[src/rtl/drive_select_driver_pkg.sv]
// Shared types and constants for the RK05 drive-select bus generator.
// State encodings and bus idle/mode values used by the driver and the bench.
package drive_select_driver_pkg;

    typedef enum logic [2:0] {
        S_IDLE,
        S_DESELECT,
        S_ASSERT,
        S_WAIT_RESP,
        S_HOLD
    } state_t;

    localparam logic [3:0] SEL_IDLE    = 4'b1111;
    localparam logic       MODE_RK11D  = 1'b1;
    localparam logic       MODE_ONEHOT = 1'b0;

endpackage

[src/rtl/drive_select_driver_sync.sv]
// Two-flop synchronizer for asynchronous bus inputs.
// The reset value lets active-low inputs come up in their inactive state.
module drive_select_driver_sync #(
    parameter logic RST_VAL = 1'b0
) (
    input  logic clock,
    input  logic reset,
    input  logic d,
    output logic q
);

    logic meta;

    always_ff @(posedge clock or posedge reset) begin
        if (reset) begin
            meta <= RST_VAL;
            q    <= RST_VAL;
        end else begin
            meta <= d;
            q    <= meta;
        end
    end

endmodule

[src/rtl/drive_select_driver.sv]
// Tester-side RK05 drive-select sequencer: break-before-make, settle,
// then wait for the selected drive's synchronized ready response.
module drive_select_driver
    import drive_select_driver_pkg::*;
#(
    parameter int SETTLE_CLKS  = 8,
    parameter int TIMEOUT_CLKS = 20000,
    parameter int CNT_W        = 16
) (
    input  logic       clock,
    input  logic       reset,
    input  logic       sel_req,
    input  logic [2:0] req_addr,
    input  logic       rk11d_mode,
    input  logic       release_req,
    input  logic       BUS_FILE_READY_L,
    output logic       BUS_RK11D_L,
    output logic [3:0] BUS_SEL_DR_L,
    output logic       busy,
    output logic       sel_done,
    output logic       sel_timeout,
    output logic       sel_error,
    output logic [2:0] selected_addr
);

    localparam logic [CNT_W-1:0] SETTLE_LAST  = CNT_W'(SETTLE_CLKS - 1);
    localparam logic [CNT_W-1:0] TIMEOUT_LAST = CNT_W'(TIMEOUT_CLKS - 1);

    state_t           state, state_n;
    logic [CNT_W-1:0] cnt, cnt_n;
    logic [3:0]       sel_n;
    logic             rk_n, mode, mode_n;
    logic [2:0]       addr_n;
    logic             done_n, timeout_n, error_n;
    logic             ready_l;

    function automatic logic [3:0] encode(input logic m, input logic [2:0] a);
        if (m == MODE_RK11D) return {1'b1, ~a};
        return ~(4'b0001 << a[1:0]);
    endfunction

    drive_select_driver_sync #(.RST_VAL(1'b1)) u_ready_sync (
        .clock (clock),
        .reset (reset),
        .d     (BUS_FILE_READY_L),
        .q     (ready_l)
    );

    assign busy = (state == S_DESELECT) || (state == S_ASSERT)
               || (state == S_WAIT_RESP);

    always_comb begin
        state_n   = state;
        cnt_n     = (cnt == '1) ? cnt : cnt + 1'b1;
        sel_n     = BUS_SEL_DR_L;
        rk_n      = BUS_RK11D_L;
        addr_n    = selected_addr;
        mode_n    = mode;
        done_n    = 1'b0;
        timeout_n = 1'b0;
        error_n   = 1'b0;
        if (release_req) begin
            state_n = S_IDLE;
            cnt_n   = '0;
            sel_n   = SEL_IDLE;
        end else begin
            unique case (state)
                S_IDLE, S_HOLD: begin
                    if (sel_req) begin
                        // A rejected request leaves any held selection untouched
                        if (rk11d_mode == MODE_ONEHOT && req_addr[2]) begin
                            error_n = 1'b1;
                        end else begin
                            state_n = S_DESELECT;
                            cnt_n   = '0;
                            sel_n   = SEL_IDLE;
                            rk_n    = ~rk11d_mode;
                            addr_n  = req_addr;
                            mode_n  = rk11d_mode;
                        end
                    end
                end
                S_DESELECT: begin
                    if (cnt == SETTLE_LAST) begin
                        state_n = S_ASSERT;
                        cnt_n   = '0;
                        sel_n   = encode(mode, selected_addr);
                    end
                end
                S_ASSERT: begin
                    if (cnt == SETTLE_LAST) begin
                        state_n = S_WAIT_RESP;
                        cnt_n   = '0;
                    end
                end
                S_WAIT_RESP: begin
                    if (!ready_l) begin
                        state_n = S_HOLD;
                        cnt_n   = '0;
                        done_n  = 1'b1;
                    end else if (cnt == TIMEOUT_LAST) begin
                        state_n   = S_IDLE;
                        cnt_n     = '0;
                        sel_n     = SEL_IDLE;
                        timeout_n = 1'b1;
                    end
                end
                default: begin
                    state_n = S_IDLE;
                    cnt_n   = '0;
                    sel_n   = SEL_IDLE;
                end
            endcase
        end
    end

    always_ff @(posedge clock or posedge reset) begin
        if (reset) begin
            state         <= S_IDLE;
            cnt           <= '0;
            BUS_SEL_DR_L  <= SEL_IDLE;
            BUS_RK11D_L   <= 1'b1;
            selected_addr <= '0;
            mode          <= MODE_ONEHOT;
            sel_done      <= 1'b0;
            sel_timeout   <= 1'b0;
            sel_error     <= 1'b0;
        end else begin
            state         <= state_n;
            cnt           <= cnt_n;
            BUS_SEL_DR_L  <= sel_n;
            BUS_RK11D_L   <= rk_n;
            selected_addr <= addr_n;
            mode          <= mode_n;
            sel_done      <= done_n;
            sel_timeout   <= timeout_n;
            sel_error     <= error_n;
        end
    end

endmodule

[config.mk]
export PLATFORM = sky130hd
export DESIGN_NAME = drive_select_driver
export DESIGN_NICKNAME = d
export VERILOG_FILES = /design/src/rtl/drive_select_driver_pkg.sv /design/src/rtl/drive_select_driver_sync.sv /design/src/rtl/drive_select_driver.sv
export SDC_FILE = /design/constraint.sdc
export NUM_CORES = 1
export LEC_CHECK = 0
export CORE_MARGIN = 2
export CORE_UTILIZATION = 49
export DETAILED_ROUTE_END_ITERATION = 16
export PLACE_DENSITY_LB_ADDON = 0.2
export SLEW_MARGIN = 20
export SYNTH_ARGS = -nofsm -noshare
export SYNTH_HDL_FRONTEND = slang
export SYNTH_SLANG_ARGS = --single-unit
export TNS_END_PERCENT = 5
[constraint.sdc]
create_clock -name clock -period 2.04 [get_ports clock]
set_clock_uncertainty 0.15 [all_clocks]
set_input_delay 0.204 -clock clock [delete_from_list [all_inputs] [get_ports clock]]
set_output_delay 0.204 -clock clock [all_outputs]
set_load 0.01 [all_outputs]
==> impl_metrics.json, run 1 <==
{
  "run_status": "completed",
  "ctsRootBufferMaster": "clkbuf_4",
  "synth_top_family_by_area": "simple AND/OR/NAND/NOR gates",
  "place_congestion": 0.896,
  "routed_wl_um": 3750,
  "reg2reg_slack_ns": 0.11,
  "vias": 1438,
  "layout-drive-gt1-share_pct": 23.7,
  "clk_pin_slew_ns": 0.10,
  "drt_first_iter_violations": 104,
  "synth_xor_area_share_pct": 5.50,
  "p_switching_uw": 338,
  "synth-edff-count": 0,
  "grt.total_usage_pct": 20.2,
  "setup_viol": 0,
  "vdd_drop_max_mv": 0.306,
  "start_kind": "flop",
  "power_frac_comb_pct": 16.2,
  "drv_cap": 0,
  "fin_nets": 216,
  "yosysWarnings": 0,
  "worst-setup-path-type": "reg -> out",
  "dr.pass1.iters": 4,
  "insertion_delay_ns": 0.33,
  "syn_avg_cell_area_um2": 10.3,
  "netlist_instances": 170,
  "tightestPinTransition_ns": 0.482,
  "drv_slew": 0,
  "rows": 21,
  "synth-seq-cells": 33,
  "wl_per_cell_um": 14.8,
  "max_freq_mhz": 512,
  "drc": 0,
  "synth_area_um2": 1750,
  "reg2regPathDepth": 6,
  "synth_compound_area_share_pct": 12.1,
  "cts_buffer_depth": 2,
  "p_sw_share_pct": 25.7,
  "dp.cells": 242,
  "antenna_found_initial": 0,
  "num_io_pins": 21,
  "p_leak_uw": 0.000904,
  "grt_pass1_vias": 1411,
  "ys_seq_area_share_pct": 47.6,
  "overflow": 0,
  "r2r-start": "cnt[4]",
  "start_util_pct": 51.7,
  "grt_pass1_wl_um": 6380,
  "synth_ff_type": "dfrtp_1",
  "die_area_um2": 4070,
  "synth-simple-area-share_pct": 25.3,
  "h-tree-depth": 2,
  "area.growth.synth_to_final_pct": 25.0,
  "viasPerCell": 5.68,
  "cts_inserted_buffers": 5,
  "pwr-share-seq_pct": 55.0,
  "hp-class": "in -> async",
  "worstPathArrival_ns": 1.60,
  "critPathRequiredTime_ns": 1.69,
  "endpoint_kind": "primary output",
  "num_antenna_cells": 0,
  "synth.distinct_cells": 45,
  "r2r_end": "cnt[15]",
  "detailed_place_hpwl_um": 2790,
  "grt_max_degree": 34,
  "rsz0062_at_grt": "no",
  "period_minus_slack_ns": 1.95,
  "instances_no_fill": 253,
  "p_int_uw": 979,
  "synth_nets": 180,
  "synth_fa_ha_area_share_pct": 0.714,
  "detail-route-antenna-nets": 0,
  "async_reset_ff_share_pct": 100,
  "clock-sinks": 33,
  "fp.dieW_um": 63.8,
  "cts_tree": "built",
  "finalHoldViolCount": 0,
  "total_power_uw": 1320,
  "path_max_fanout": 8,
  "cellPowerDensity_nw_per_um2": 601,
  "io_buffers": 20,
  "fin_crit_sh_pct": 95.7,
  "clock_power_share_pct": 28.8,
  "muxShareOfSynthArea_pct": 4.28,
  "die_height_um": 63.8,
  "coreArea_um2": 3390,
  "slew_headroom_pct": 67.6
}
==> critical path: stages, from the launching register on <==
cell and delay (ns):
dfrtp_1 0.41, buf_4 0.17, nor2_1 0.15, nor2_1 0.06, clkdlybuf4s50_1 0.48
==> kinds of logic after synthesis <==
logic type | after synthesis
buf+inv | 12
fa+ha+maj | 1
flops | 33
xor+xnor | 11
simple gates | 76
mux | 7
compound gates | 30
==> sequential cells by signal (all words and copies together) (netlist names), 3 cells and up <==
signal and flops:
cnt 16, BUS_SEL_DR_L 4, selected_addr 3, state 3
==> metrics by stage <==
step	hold slack [ns]	setup TNS, ns	instance area [um2]	utilization, %	setup WS (ns)
after floorplan	0.0585	0	1750	-	0.137
after global placement	0.198	0	2040	60.3	0.0731
after detailed placement	0.199	-0.00112	2040	60.3	-0.00112
after CTS	0.114	-0.000603	2100	62.1	-0.000603
after global routing	0.113	0	2190	64.6	0.0120
final	0.110	0	2190	64.6	0.0876
==> final cells by class <==
cell class / instances / area (um2)
Sequential cell: 33 / 835
Timing Repair Buffer: 35 / 320
Tap cell: 46 / 57.6
Clock buffer: 8 / 58.8
Fill cell: 261 / 1200
Multi-Input combinational cell: 125 / 897
Inverter: 6 / 22.5
==> cell usage after synthesis (4+ instances only) <==
master	instances	share of area [%]
a21oi_1	6	1.7
nand2_1	11	2.4
mux2_2	4	2.6
xnor2_1	8	4.0
inv_1	6	1.3
nor2_1	19	4.1
o21ai_0	6	1.7
nand3_1	6	1.7
dfrtp_1	26	37
nand4_1	6	2.1
and3_1	4	1.4
dfstp_2	7	10
nor3_1	12	3.4
==> power by group through the flow <==
stage / combinational [uW] / sequential [uW] / clock, uW
after global routing: 233 / 731 / 413
after CTS: 197 / 722 / 388
final: 214 / 724 / 379
after detailed placement: 196 / 735 / 0
after floorplan: 104 / 737 / 0
after global placement: 190 / 732 / 0
==> layout by cell type (no fill, tap or decap), types with 3 or more instances in the layout <==
master	instances
mux2_2	4
clkdlybuf4s50_1	20
a21oi_1	6
o21ai_0	5
and3_1	3
xnor2_1	8
nand3_1	6
dfstp_2	7
a31oi_1	3
dfrtp_1	26
xor2_1	3
mux2i_1	3
buf_4	13
nor2_1	19
nor3_1	11
nand2_1	11
inv_1	6
nand4_1	6
nand2b_1	3
clkbuf_4	5
==> worst max path at each step <==
stage / from / end / slack [ns] / cells after the start
after global placement: cnt[1] / cnt[2] / 0.07 / 7
after detailed placement: release_req / cnt[15] / -0.001 / 6
final: state[0] / busy / 0.09 / 4
after global routing: cnt[4] / cnt[13] / 0.01 / 6
after CTS: cnt[1] / cnt[15] / -0.0006 / 7
after floorplan: cnt[0] / cnt[8] / 0.14 / 8
==> routing by layer <==
metal  global-route usage, %  part of all wire, %  wire [um]  vias up
li1                        -                    -          -      694
met1                    24.0                   42       1580      701
met2                    34.9                   52       1930       33
met3                    5.11                  4.2        157       10
met4                    7.61                  2.2         82        0
met5                       0                    0          0        -
==> timing repair <==
action                                  CTS  global route
setup buffers                             0             3
pin swaps                                 0             8
gates resized for setup                   1            13
hold buffers                              0             0
endpoints found under the setup margin    2            21
No activity file was read; power rests on OpenSTA's default activity.
==> run 2, diff against run 1 <==
GPL_TIMING_DRIVEN = 1   (was not set)
==> results of run 2 <==
No change in the layout: final DEF, timing and power equal those of run 1.
